<file path="src/rtl/exec_dispatch.sv">
// exec_dispatch: execute-stage controller. Issues decoded ops to NUM_UNITS
// functional units and tracks them in an in-order completion queue. Only the
// oldest op may complete, so results retire in program order into a
// registered writeback output.
// Optional build macro EXEC_DISPATCH_BYPASS_EN: forwards the output register
// to the rs1/rs2 operands. Without it, a match on the output register's rd
// stalls the op instead.
module exec_dispatch #(
    parameter int NUM_UNITS    = 3,
    parameter int MAX_INFLIGHT = 4,
    parameter int DATA_W       = 64
) (
    input  logic                        clk,
    input  logic                        rst,
    input  logic                        flush,
    input  logic                        in_valid,
    output logic                        in_ready,
    input  logic [NUM_UNITS-1:0]        in_unit_sel,
    input  logic                        in_exception,
    input  logic                        in_is_reg_write,
    input  logic [4:0]                  in_rd,
    input  logic [4:0]                  in_rs1,
    input  logic [4:0]                  in_rs2,
    input  logic [DATA_W-1:0]           in_rs1_data,
    input  logic [DATA_W-1:0]           in_rs2_data,
    output logic [NUM_UNITS-1:0]        unit_issue_valid,
    input  logic [NUM_UNITS-1:0]        unit_issue_ready,
    output logic [DATA_W-1:0]           op_rs1_data,
    output logic [DATA_W-1:0]           op_rs2_data,
    input  logic [NUM_UNITS-1:0]        unit_result_valid,
    output logic [NUM_UNITS-1:0]        unit_result_ready,
    input  logic [NUM_UNITS*DATA_W-1:0] unit_result_data,
    input  logic [NUM_UNITS-1:0]        unit_result_exception,
    output logic                        out_valid,
    input  logic                        out_ready,
    output logic [DATA_W-1:0]           out_result,
    output logic                        out_exception,
    output logic                        out_is_reg_write,
    output logic [4:0]                  out_rd
);

    localparam int UW = (NUM_UNITS > 1) ? $clog2(NUM_UNITS) : 1;
    localparam int PW = $clog2(MAX_INFLIGHT);
    localparam int CW = PW + 1;

    typedef struct packed {
        logic [UW-1:0] unit;
        logic          exc;
        logic          rw;
        logic [4:0]    rd;
    } entry_t;

    entry_t                  q_mem [MAX_INFLIGHT];
    logic [MAX_INFLIGHT-1:0] q_vld;
    logic [PW-1:0]           wr_ptr;
    logic [PW-1:0]           rd_ptr;
    logic [CW-1:0]           count;
    logic                    stopped;

    entry_t              head;
    logic                q_empty;
    logic                q_full;
    logic [UW-1:0]       sel_idx;
    logic                sel_ready;
    logic                hazard;
    logic                accept;
    logic                can_load;
    logic                complete;
    logic                res_exc;
    logic [DATA_W-1:0]   head_data;

    assign head      = q_mem[rd_ptr];
    assign q_empty   = (count == '0);
    assign q_full    = (count == CW'(MAX_INFLIGHT));
    assign sel_ready = |(in_unit_sel & unit_issue_ready);

    // One-hot unit select to queue index
    always_comb begin
        sel_idx = '0;
        for (int i = 0; i < NUM_UNITS; i++) begin
            if (in_unit_sel[i]) sel_idx = UW'(i);
        end
    end

    // RAW hazard against every queued writer (and the output register when not forwarding)
    always_comb begin
        hazard = 1'b0;
        for (int i = 0; i < MAX_INFLIGHT; i++) begin
            if (q_vld[i] && q_mem[i].rw &&
                ((in_rs1 != 5'd0 && in_rs1 == q_mem[i].rd) ||
                 (in_rs2 != 5'd0 && in_rs2 == q_mem[i].rd)))
                hazard = 1'b1;
        end
`ifndef EXEC_DISPATCH_BYPASS_EN
        if (out_valid && out_is_reg_write &&
            ((in_rs1 != 5'd0 && in_rs1 == out_rd) ||
             (in_rs2 != 5'd0 && in_rs2 == out_rd)))
            hazard = 1'b1;
`endif
    end

    assign in_ready = !rst && !flush && !stopped && !q_full && !hazard &&
                      (in_exception || sel_ready);
    assign accept   = in_valid && in_ready;
    assign unit_issue_valid = {NUM_UNITS{accept && !in_exception}} & in_unit_sel;

    // The head may complete when the output register is free or being drained this cycle
    assign can_load  = !rst && !flush && !q_empty && (!out_valid || out_ready);
    assign complete  = can_load && (head.exc || unit_result_valid[head.unit]);
    assign res_exc   = !head.exc && unit_result_exception[head.unit];
    assign head_data = unit_result_data[head.unit*DATA_W +: DATA_W];

    // Only the head unit is ever acknowledged; younger units hold their results
    always_comb begin
        unit_result_ready = '0;
        if (can_load && !head.exc) unit_result_ready[head.unit] = 1'b1;
    end

`ifdef EXEC_DISPATCH_BYPASS_EN
    assign op_rs1_data = (out_valid && out_is_reg_write && in_rs1 != 5'd0 && in_rs1 == out_rd)
                         ? out_result : in_rs1_data;
    assign op_rs2_data = (out_valid && out_is_reg_write && in_rs2 != 5'd0 && in_rs2 == out_rd)
                         ? out_result : in_rs2_data;
`else
    assign op_rs1_data = in_rs1_data;
    assign op_rs2_data = in_rs2_data;
`endif

    // Queue payload storage; needs no reset since q_vld qualifies every entry
    always_ff @(posedge clk) begin
        if (accept) begin
            q_mem[wr_ptr] <= '{unit: sel_idx, exc: in_exception,
                               rw: in_is_reg_write, rd: in_rd};
        end
    end

    // Queue pointers, occupancy and the exception stop flag
    always_ff @(posedge clk) begin
        if (rst || flush) begin
            wr_ptr  <= '0;
            rd_ptr  <= '0;
            count   <= '0;
            q_vld   <= '0;
            stopped <= 1'b0;
        end else begin
            if (accept) begin
                q_vld[wr_ptr] <= 1'b1;
                wr_ptr        <= wr_ptr + 1'b1;
            end
            if (complete) begin
                q_vld[rd_ptr] <= 1'b0;
                rd_ptr        <= rd_ptr + 1'b1;
            end
            count <= count + CW'(accept) - CW'(complete);
            if ((accept && in_exception) || (complete && res_exc))
                stopped <= 1'b1;
        end
    end

    // Writeback output register
    always_ff @(posedge clk) begin
        if (rst) begin
            out_valid        <= 1'b0;
            out_result       <= '0;
            out_exception    <= 1'b0;
            out_is_reg_write <= 1'b0;
            out_rd           <= '0;
        end else if (flush) begin
            out_valid <= 1'b0;
        end else if (complete) begin
            out_valid        <= 1'b1;
            out_result       <= head.exc ? '0 : head_data;
            out_exception    <= head.exc || res_exc;
            out_is_reg_write <= head.rw && !head.exc && !res_exc;
            out_rd           <= head.rd;
        end else if (out_ready) begin
            out_valid <= 1'b0;
        end
    end

endmodule

</file>
<file path="config.mk">
export PLATFORM = sky130hd
export DESIGN_NAME = exec_dispatch
export DESIGN_NICKNAME = d
export VERILOG_FILES = /design/src/rtl/exec_dispatch.sv
export SDC_FILE = /design/constraint.sdc
export NUM_CORES = 1
export LEC_CHECK = 0
export CORE_AREA = 2 2 218 220
export DETAILED_ROUTE_END_ITERATION = 16
export DIE_AREA = 0 0 220 222
export GPL_TIMING_DRIVEN = 0
export REMOVE_ABC_BUFFERS = 1
export SLEW_MARGIN = 10
export SYNTH_ARGS = -nofsm -noshare
export SYNTH_HDL_FRONTEND = slang
export SYNTH_SLANG_ARGS = --single-unit
</file>
<file path="constraint.sdc">
create_clock -name clk -period 3.4 [get_ports clk]
set_input_delay 0.34 -clock clk [delete_from_list [all_inputs] [get_ports clk]]
set_output_delay 0.34 -clock clk [all_outputs]
set_load 0.05 [all_outputs]
</file>
* Word-level counts from Yosys, hierarchy flattened *
Memory sizes are Yosys's and may differ from the RTL's. A register that Yosys moved wholly into a read port is not among the register bits.
Index checks and enable logic that the tools add are counted.

word-level totals
  register bits after elaboration = 84
  RAM bits = 36
  input port bits = 354
  output and inout bits = 207
  logic and storage cells = 134
  memories kept = 1

memories
  name   words  bits a word  read ports  clocked after Yosys merged registers in  wr ports  line  text
  q_mem  4      9            5           1                                        1         53    entry_t q_mem [MAX_INFLIGHT];

operators by class
  $add $sub $neg = 4
  order comparisons = 6
  eq/ne operators = 11
  shifts and indexed selects = 1
  muxes and demuxes = 28
  bitwise gates (word level) = 6
  reduce and logical (&&, ||, !) cells = 67

operator list
  kind                   count
  $shiftx A192 B9 Y64    1
  $mux W64               1
  $eq A5 B5 Y1           10
  $logic_and A1 B1 Y1    39
  $mux W1                15
  $mux W4                3
  $logic_or A1 B1 Y1     11
  $logic_not A1 Y1       10
  $reduce_bool A5 Y1     2
  $lt A2 B3 Y1 const B   3
  $and A3 B3 Y3          2
  $demux W1 S2           3
  $ge A2 B1 Y1 const B   3
  $mux W2                3
  $add A2 B1 Y2 const B  2
  $and A4 B4 Y4          1
  $bmux W1 S2            2
  $not A4 Y4             1
  $or A4 B4 Y4           1
  $add A3 B1 Y3          1
  $eq A3 B3 Y1 const B   1
  $logic_not A3 Y1       1
  $mux W3                1
  $reduce_or A3 Y1       1
  5 further kinds        5

* Longest topological paths before layout *
An unclocked memory read counts as a cell.

  depth after elaboration = 18
  depth in mapped cells = 17
  gate-level depth less buffers = 14

* Worst setup path before layout *
Ideal clock, no wire load.

  kind = input -> register
  start = input in_rs1[1]
  end = register count[2]
  data arrival time = 3314 ps
  data required time = 3272 ps
  slack = -41 ps
  stages = 16
  path buffers = 2
  path through = clkbuf_1 -> or4_1 -> nor2_2 -> nor4_1 -> o211a_1 -> nor3b_2 -> and2_0 -> buf_2 -> inv_1 -> ha_1 -> inv_1 -> ha_1 -> fa_1 -> xnor2_1 -> xnor2_1 -> nor2_1

between the ends
  word-level cells in the longest chain between the ends = 15
  elaborated cells between the ends (all ways) = 32
  those cells by class = add/sub: 2; eq/ne: 5; mux: 5; reduce/logical: 20

RTL lines
  what                                                       line    text
  start: declaration                                         22      input logic [4:0] in_rs1,
  $eq A5 B5 Y1 / $reduce_bool A5 Y1 (equally long branches)  90, 96
  $logic_and A1 B1 Y1                                        90      ((in_rs1 != 5'd0 && in_rs1 == q_mem[i].rd) ||
  $logic_or A1 B1 Y1                                         90
  $logic_and A1 B1 Y1                                        89      if (q_vld[i] && q_mem[i].rw &&
  $mux W1 (4 in series)                                      89
  $mux W1 (*)                                                95      if (out_valid && out_is_reg_write &&
  $logic_not A1 Y1 (*)                                       102     assign in_ready = !rst && !flush && !stopped && !q_full && !hazard &&
  $logic_and A1 B1 Y1 (*) (2 in series)                      102
  $logic_and A1 B1 Y1 (*)                                    104     assign accept = in_valid && in_ready;
  $add A3 B1 Y3 (*)                                          154     count <= count + CW'(accept) - CW'(complete);
  $sub A3 B1 Y3 (*)                                          154
  end signal: assignment                                     154
  end: declaration                                           57      logic [CW-1:0] count;

Mark *: on every way between the ends. The rest lies on a longest branch, timed or not.
A chain may end at the register's enable or synchronous reset.

==> impl_summary.log <==
INFO  metric timing.final.setup_violations = 0
INFO  metric finalNetCount = 1395
INFO  metric async_reset_ff_share = 0%
INFO  metric cts-root-buf = clkbuf_16
INFO  metric row_count = 79
INFO  metric clock_tree.buffer_depth = 2
INFO  metric startpoint_type = register
INFO  metric run_status = finished clean
INFO  metric clock_insertion_delay_worst_skew = 440 ps
INFO  metric layout.cell_area.non_filler = 11130 sq um
INFO  metric drt-pass1-iter-count = 5
INFO  metric place.gp.congestion = 0.8373
INFO  metric floorplan.core_area = 46260 sq um
INFO  metric die-height = 222 microns
INFO  metric post-route-drc-count = 0
INFO  metric total_power = 3.805 mW
INFO  metric boundaryPins = 561
INFO  metric synthTopCellsByArea = dfxtp_1 23%, edfxtp_1 14%, buf_4 13%
INFO  metric path_common_cell = ha_4
INFO  metric pwr_density = 341.8 nW/um^2
INFO  metric fin_tns_setup = 0 ps
INFO  metric cp_data_arrival_time = 3670 ps
INFO  metric finalNonFillerCells = 1650
INFO  metric fin_crit_sh = 98.20%
INFO  metric largest_vdd_supply_drop = 0.2724 mV
INFO  metric synth.yosys.warnings = 0
INFO  metric grt_overflow = 0
INFO  metric ant_nets = 0
INFO  metric max_clock_freq = 299.5 MHz
INFO  metric grt_max_degree = 37
INFO  metric critical_path.slowest_cell = mux4_4
INFO  metric post_route_cells_drive_above_1_share = 11.41%
INFO  metric cts_inserted_buffers = 17
INFO  metric starting_density = 16.12%
INFO  metric timing_max_transition_violations_final = 0
INFO  metric tritoncts_num_sinks = 122
INFO  metric syn-cell-area = 7458 sq um
INFO  metric timing.max_cap.violations = 0
INFO  metric cts_h_tree_depth = 4
INFO  metric final_core_utilization = 24.07%
INFO  metric finalCriticalPeriod = 3339 ps
INFO  metric critPathMaxFanout = 4
INFO  metric netlist.top_cell.by_area = dfxtp_1
INFO  metric global_route.usage.total = 21.68%
INFO  metric required = 3730 ps
INFO  metric drt_iter0_markers = 613
INFO  metric fin_worst_hold_slack = 334.1 ps
INFO  metric yosysMostFrequentCell = buf_4
INFO  metric synth.distinct_cells = 51
INFO  metric pre_cts_ws = -2204 ps
INFO  metric detail_placement_hpwl = 39580 microns
INFO  metric syn2layout_area_growth = 49.29%
INFO  metric final.setup.worst_slack = 61.18 ps
INFO  metric grt_antenna_before_repair = 3
INFO  metric rsz0062_at_grt = yes
INFO  metric die_w = 220 microns
INFO  metric worst_setup_hold_path_clk_slew = 60 ps
INFO  metric synth_top_cell_area_share = 23.08%
INFO  metric dpl-instance-area = 10170 sq um
INFO  metric cts-hold-fix-buffers = 0
INFO  metric min-delay-path-class = in2reg
INFO  metric placed_cells_incl_taps = 1587
INFO  metric ys_seq_elements = 122
INFO  metric synthesis.instances = 857
INFO  metric critical_path.top_delay_family = multiplexers
INFO  metric syn_area_per_cell = 8.703 sq um
INFO  metric setup.worst_path.class = reg2reg
INFO  metric worst_slew_pin_slew = 833.3 ps
INFO  metric path_buf_inv = 2
INFO  metric power.static_leakage = 3.916 nW
INFO  metric via_per_inst = 4.491
INFO  metric worst_setup_path_end_kind = register
INFO  metric grt_pass1_vias = 7009
INFO  metric design.die.area = 48840 sq um
INFO  metric netlist_top_cells_count = 129 x buf_4, 124 x nand2_1, 86 x dfxtp_1
INFO  metric worst_path_largest_cell_delay = 680 ps
INFO  metric totalWireLength = 54420 microns
INFO  metric critical_path_cell_by_cell = mux4_4 -> mux2_4 -> a221oi_4 -> nand2b_4 -> inv_12 -> ha_4 -> inv_2 -> ha_4 -> fa_2 -> xnor2_2 -> xnor2_1 -> nor2_1
INFO  metric final-hold-violation-count = 0
INFO  metric synth-main-ff-cell = dfxtp_1
INFO  metric layout_skew = 10.29 ps
INFO  metric via_count = 7410
INFO  metric port-buffer-count = 304
INFO  metric grt_pass1_wl = 68950 microns
INFO  metric number_of_synthesized_flops_with_an_enable_pin = 36
INFO  metric antenna-diode-count = 0
INFO  metric wl_per_cell = 32.98 microns
INFO  metric clock_tree_from_tritoncts = done
INFO  metric maxSlewHeadroom = 44.45%
INFO  metric sequential_cell_area_fraction_in_the_yosys_report = 37.58%
logic make-up after synthesis:
| logic type | after synthesis | share of synthesized area [%] |
|---|---|---|
| adder cells (fa/ha/maj) | 11 | 1.946 |
| AND/OR/NAND/NOR | 235 | 13.92 |
| buffers and inverters | 197 | 16.86 |
| multiplexers | 52 | 8.874 |
| AO/OA/AOI/OAI | 187 | 14.59 |
| flip-flops | 122 | 37.58 |
| XOR/XNOR | 53 | 6.224 |
cells in the final DEF, fill, tap and decap left out, types with 24 or more instances in the layout:
| cell type | instances |
|---|---|
| clkdlybuf4s50_1 | 288 |
| nand2_1 | 124 |
| dfxtp_1 | 84 |
| a21oi_1 | 78 |
| nor2_1 | 49 |
| a22oi_1 | 36 |
| o21ai_0 | 36 |
| edfxtp_1 | 36 |
| xnor2_1 | 32 |
| mux2i_1 | 32 |
| buf_4 | 24 |
flip-flops by register name, summed over array words and instances (netlist names), named ones only:
register and flops:
count 3, q_vld 4, wr_ptr 2, stopped 1, rd_ptr 2, out_result 64, q_mem 36, out_is_reg_write 1
out_rd 5, out_valid 1, out_exception 1
worst register-to-register path: cells and delay by family (launching register included):
kind,cells,cell delay (ps)
buffers and inverters,2,100
XOR/XNOR,2,280
flip-flops,1,470
AND/OR/NAND/NOR,2,310
AO/OA/AOI/OAI,1,290
adder cells (fa/ha/maj),3,760
multiplexers,2,1030
area by class of cell:
class	instances	area (sq um)
Clock buffer	19	452.9
Timing Repair Buffer	334	3316
Clock inverter	13	110.1
Fill cell	4999	35120
Inverter	11	57.56
Multi-Input combinational cell	544	3628
Tap cell	607	759.5
Sequential cell	122	2810
layer usage:
layer  vias to the layer above  wire length (microns)  global-route usage [%]
li1                       3176                      -                       -
met1                      3510                  18600                   21.33
met2                       646                  23080                   31.92
met3                        62                  11080                   20.32
met4                        16                   1026                   5.499
met5                         -                    636                   9.596
power breakdown:
group          switching [mW]  leakage [nW]  internal, mW
Clock                   0.758         0.273         0.986
Sequential            0.00770          1.02          1.50
Combinational           0.227          2.62         0.324
Total                   0.992          3.92          2.81
path summary, 6_finish.rpt:
path         depth (start not counted)  slack (ps)           start             end
max                                 12          60     q_mem[0][7]        count[2]
max reg2reg                         12          60     q_mem[0][7]        count[2]
min                                  2         330             rst   out_result[6]
min reg2reg                          2         440  out_result[30]  out_result[30]
repair_timing:
item	4_1_cts	5_1_grt
pin swaps	2	2
resized for setup	44	16
cloned	6	1
setup buffers	21	3
setup endpoints to repair	91	6
Note: power is estimated with default switching activity, not from simulation.
